<file path="config.mk">
export PLATFORM = sky130hd
export DESIGN_NAME = free_list
export DESIGN_NICKNAME = d
export VERILOG_FILES = /design/src/rtl/free_list_pkg.sv /design/src/rtl/free_list.sv
export SDC_FILE = /design/constraint.sdc
export NUM_CORES = 1
export LEC_CHECK = 0
export BUFFER_PORTS_ARGS = -buffer_cell sky130_fd_sc_hd__buf_2
export CORE_ASPECT_RATIO = 1.75
export CORE_UTILIZATION = 63
export DETAILED_ROUTE_END_ITERATION = 10
export PLACE_DENSITY = 0.9
export SLEW_MARGIN = 20
export SYNTH_ARGS = -nofsm -noshare
export SYNTH_HDL_FRONTEND = slang
export SYNTH_SLANG_ARGS = --single-unit
</file>
<file path="constraint.sdc">
create_clock -name clk -period 9.8 [get_ports clk]
set_clock_uncertainty 0.15 [all_clocks]
set_input_delay 1.96 -clock clk [delete_from_list [all_inputs] [get_ports clk]]
set_output_delay 1.96 -clock clk [all_outputs]
set_load 0.01 [all_outputs]
</file>
<file path="src/rtl/free_list_pkg.sv">
// Shared rename types: physical register index and free-list pointer widths.
package free_list_pkg;
  localparam int NUM_PREGS = 64;
  localparam int NUM_AREGS = 32;
  localparam int PW        = $clog2(NUM_PREGS);
  localparam int DEPTH     = NUM_PREGS - NUM_AREGS;
  localparam int IDX_W     = $clog2(DEPTH);
  localparam int PTR_W     = IDX_W + 1;

  typedef logic [PW-1:0]    preg_t;
  typedef logic [PTR_W-1:0] fl_ptr_t;

  localparam fl_ptr_t WRAP_BIT = fl_ptr_t'(1) << IDX_W;
endpackage

</file>
<file path="src/rtl/free_list.sv">
// Circular free list of physical registers; refilled by retirement, drained by
// rename, and restored to full in a single cycle on flush.
module free_list
  import free_list_pkg::*;
(
  input  logic             clk,
  input  logic             rst,
  input  logic             enq,
  input  preg_t            pd_in,
  input  logic             deq,
  input  logic             flush,
  output preg_t            pd_out,
  output logic             valid,
  output logic             full,
  output logic [PTR_W-1:0] count,
  output logic             overflow
);

  preg_t   entries [DEPTH];
  fl_ptr_t head, tail;
  fl_ptr_t head_nxt, tail_nxt;
  logic    enq_v, enq_ok, deq_ok, ovf_set;

  assign valid  = (head != tail);
  assign full   = (head[IDX_W-1:0] == tail[IDX_W-1:0]) && (head[IDX_W] != tail[IDX_W]);
  assign count  = tail - head;
  assign pd_out = entries[head[IDX_W-1:0]];

  // p0 backs x0 and never becomes free, so it is filtered before anything else.
  assign enq_v  = enq && (pd_in != '0);
  assign deq_ok = deq && valid && !flush;
  // A full list can still accept a write when the head slot is vacated this cycle.
  assign enq_ok  = enq_v && (!full || deq_ok);
  assign ovf_set = enq_v && full && !deq_ok && !flush;

  always_comb begin
    tail_nxt = tail;
    head_nxt = head;
    if (enq_ok)
      tail_nxt = tail + fl_ptr_t'(1);
    if (flush)
      head_nxt = tail_nxt ^ WRAP_BIT;
    else if (deq_ok)
      head_nxt = head + fl_ptr_t'(1);
  end

  always_ff @(posedge clk or posedge rst) begin
    if (rst) begin
      for (int i = 0; i < DEPTH; i++)
        entries[i] <= preg_t'(NUM_AREGS + i);
      head     <= '0;
      tail     <= fl_ptr_t'(DEPTH);
      overflow <= 1'b0;
    end else begin
      if (enq_ok)
        entries[tail[IDX_W-1:0]] <= pd_in;
      head <= head_nxt;
      tail <= tail_nxt;
      if (ovf_set)
        overflow <= 1'b1;
    end
  end

endmodule

</file>
Word level (Yosys, flattened, before mapping)
Index checks and enable logic that the tools add are counted.

$add $sub $neg: 3. $lt $le $gt $ge: 3. Equality and inequality tests: 3. Muxes and demuxes: 9. Bitwise logic cells: 3. Reductions and logical operators: 15.

Operators by type and width (count): 192-bit bitwise mux (1); 6-bit two-way mux (6); 6-bit binary-select mux with 5-bit select (1); 6-bit demux with 5-bit select (1); 6-bit by 1-bit adder with 6-bit output, second input constant (2); 6-bit >= comparator, second input constant (2); 5-bit inverter with 6-bit output (2); 1-bit logical AND (9); 6-bit by 1-bit < comparator with 1-bit output, second input constant (1); 6-bit inequality test (1); 6-bit nonzero test (1); 6-bit subtractor (1); 5-bit equality test (1); 1-bit logical NOT (3); 2-bit nonzero test (1); 1-bit logical OR (1); 1-bit inequality test (1); 1-bit inverter (1).

Bits in registers: 205. Input bits: 11. Output and inout bits: 15. Logic and storage cells: 71.

Depth between registers and ports, before layout
Depth in word-level cells: 8. Gate-level depth with buffers: 10. Depth with buffers taken out: 7.

Worst setup path before layout
OpenSTA, ideal clock, no wires.

Kind: register -> output. From: reg head[1]. To: out count[5]. Arrival time: 1.867 ns. Required time: 7.690 ns. Slack: 5.823 ns. Stages on the path, launching flop included: 9. Path buffers: 1. Cells stage by stage: dfrtp_1 > buf_2 > inv_1 > ha_1 > nor2b_1 > o21ai_0 > a21boi_0 > nor4_1 > a311o_1.

Cells in the longest elaborated chain, start to end: 1.

Ends and longest elaborated chain: start: declaration (RTL line free_list.sv:20) `fl_ptr_t head, tail;`; start signal: assignment (RTL line free_list.sv:57) `head <= head_nxt;`; 6-bit subtractor (RTL line free_list.sv:26) `assign count = tail - head;`; end: declaration (RTL line free_list.sv:15) `output logic [PTR_W-1:0] count,`.

No other way between the ends.

Final worst setup path
Same ends and word-level chain as after synthesis.

==> metrics.md <==
| Metric | Value |
|---|---|
| Die W | `97.3 um` |
| Mapped Avg Cell Area | `15.0 um2` |
| Vias per cell | `6.69` |
| Max-Cap Viols | `0` |
| Status | `completed` |
| Setup Total Neg Slack | `0 ns` |
| Net switching power figure | `1.30 mW` |
| Yosys top cell area share | `29.6%` |
| H-Tree Level Count | `1` |
| # fillers | `930` |
| Root Buffer | `clkbuf_16` |
| Commonest non-fill, non-tap cell in the layout | `mux2_2` |
| Hold Path Class | `reg2reg` |
| P_leak | `4.53 nW` |
| Synth Cell Area | `10,000 um2` |
| Most frequent cells in the layout | `mux2_2 (204), dfstp_2 (113), dfrtp_1 (90), mux4_2 (42), buf_2 (25)` |
| Final Util | `70.8%` |
| Max Slew Vio Count | `0` |
| Initial DRC Count | `330` |
| CP Max Fanout | `48` |
| Power Internal | `2.65 mW` |
| # rows | `60` |
| Sink Count | `205` |
| RSZ-0062 raised after global routing | `no` |
| Reg power frac | `40.8%` |
| Cells after Synth | `669` |
| Fmax achieved | `186 MHz` |
| Die height | `169 um` |
| Final period utilization | `54.8%` |
| GRT Overall Usage | `28.7%` |
| Port bufs | `25` |
| Antenna violations before repair | `0` |
| DRC viols | `0` |
| RR Startpoint | `head[2]$_DFFE_PP0P_` |
| Critical setup path kind | `reg2out` |
| Layout area overhead | `9.29%` |
| Worst r2r path cells | `7` |
| Hold path depth | `1` |
| GP Congestion | `0.950` |
| Worst Path Arrival | `3.27 ns` |
| Yosys cell types | `50` |
| Minimum clock period | `5.38 ns` |
| Detailed Place HPWL | `15,100 um` |
| Post-synth ARST share | `100%` |
| Gr ovfl total | `0` |
| Clock power share | `21.4%` |
| Worst VDD drop | `0.000202 V` |
| CTS resizes | `0` |
| Hold Violations, Final | `0` |
| Power Density | `360 nW/um2` |
| DRT Pass-1 Iters | `5` |
| WHS Endpoint | `overflow$_DFFE_PP0P_` |
| Cells taking the most area after synthesis | `dfstp_2 (30%), dfrtp_1 (23%), mux2_2 (23%)` |
| Hold_buf cts | `0` |
| Drt wl/cell | `25.6 um` |
| Clk pin slew, worst setup/hold paths | `0.07 ns` |
| Area leader, netlist | `dfstp_2` |
| RR Endpoint | `entries[181]$_DFFE_PP0P_` |
| First-pass GRT wire length | `36,400 um` |
| Worst Setup SP | `head[1]$_DFFE_PP0P_` |
| Reg2reg setup slack | `5.56 ns` |
| Share of cells above drive strength 1 | `64.4%` |
| Switching fraction of total power | `32.9%` |
| Post-CTS setup buffers | `0` |
| DIE AREA | `16,400 um2` |
| Logic pwr share | `37.8%` |
| Clock buffer depth | `3` |
| DR vias | `5,851` |
| Worst skew pair latency | `0.49 ns` |
| # IOs | `26` |
| Starting Density | `64.8%` |
| Syn Nets | `691` |
| Tightest Pin Transition | `1.11 ns` |
| Largest net degree at the start of global routing | `135` |
| Critical hold path startpoint | `overflow$_DFFE_PP0P_` |
| Antenna diode count | `0` |
| Net count, final | `697` |
| #FFs+latches synth | `205` |
| Vias in the first global route | `6,582` |
| Worst setup SP type | `flop` |
| Crit end category | `primary output` |
| TritonCTS clock tree | `done` |
| Synth Flop Type | `dfstp_2` |
| Yosys Warn Count | `0` |
| Post-synthesis sequential area ratio | `52.6%` |
| Worst hold slack | `0.322 ns` |
| Total CTS buffers | `19` |
| Routed Antenna Nets | `0` |
| Worst path required time | `7.69 ns` |
| Final WL | `22,400 um` |
| Final setup viols | `0` |
| Core footprint | `15,500 um2` |
| Number of flops mapped to enable cells by yosys | `0` |
| Slew HR | `25.9%` |
-- final cells by class --
type	instances	area, um2	area share [%]
well taps	186	233	2.12
flip-flops and latches	205	5280	48.2
multi-input cells	408	4500	41.1
clock buffers	23	500	4.57
clock inverters	11	215	1.96
inverters	13	56.3	0.514
repair buffers	28	168	1.53
-- critical path: stages, from the launching register on --
cell and delay, ns:
dfrtp_2 0.34, buf_4 0.59, inv_1 0.19, ha_1 0.43, nor2b_1 0.17, o21ai_0 0.12, a21boi_0 0.37, nor4_1 0.10
a311o_1 0.33, buf_2 0.14
-- cells in the mapped netlist (8+ instances only) --
| master | count |
|---|---|
| o22ai_1 | 12 |
| dfstp_2 | 113 |
| dfrtp_1 | 92 |
| nand3_4 | 9 |
| xnor2_1 | 9 |
| ha_1 | 10 |
| clkbuf_1 | 26 |
| buf_2 | 14 |
| nand3_1 | 17 |
| nand2_1 | 8 |
| inv_1 | 13 |
| mux4_2 | 42 |
| mux2_2 | 204 |
| nor2_1 | 18 |
-- routing by layer --
| layer | wire [um] | track usage, % | vias to the layer above |
|---|---|---|---|
| li1 | - | - | 2516 |
| met1 | 7890 | 32.9 | 3037 |
| met2 | 12000 | 50.8 | 215 |
| met3 | 1110 | 4.71 | 83 |
| met4 | 1420 | 16.7 | 0 |
| met5 | 0 | 0 | - |
-- logic make-up (layout without fill, tap and decap cells) --
| family | after synthesis | after routing | synth area share (%) |
|---|---|---|---|
| mux | 252 | 252 | 33.1 |
| simple gates | 81 | 81 | 5.49 |
| fa+ha+maj | 11 | 11 | 1.45 |
| xor+xnor | 12 | 12 | 1.20 |
| buf+inv | 56 | 75 | 2.46 |
| compound gates | 52 | 52 | 3.70 |
| flops | 205 | 205 | 52.6 |
-- power by group through the flow --
stage                     Clock (mW)  Sequential [mW]  Combinational, mW
after global placement             0             1.61               1.36
after floorplan                    0             1.48               1.17
after CTS                      0.857             1.65               1.43
after detailed placement           0             1.66               1.42
final                          0.846             1.61               1.49
after global routing           0.886             1.66               1.58
-- through the flow --
step | power, mW | setup slack, ns | instances | area (um2)
2_1_floorplan | 2.65 | 2.28 | 669 | 10000
3_3_place_gp | 2.97 | 4.95 | 839 | 10200
3_5_place_dp | 3.07 | 4.73 | 839 | 10200
4_1_cts | 3.94 | 4.47 | 873 | 10900
5_1_grt | 4.12 | 4.27 | 874 | 11000
6_report | 3.95 | 4.42 | 874 | 11000
-- flip-flops by register name (all words and copies together) (netlist names), named ones only --
signal	count
overflow	1
tail	5
head	6
entries	192
-- worst max path at each step --
stage	end	slack (ns)	depth (start not counted)
finish	count[5]	4.42	9
global route	count[5]	4.27	9
CTS	count[5]	4.47	9
detailed placement	entries[174]$_DFFE_PP0P_	4.73	6
global placement	entries[174]$_DFFE_PP0P_	4.95	5
floorplan	entries[100]$_DFFE_PP0P_	2.28	1
(Power assumes the default switching activity.)
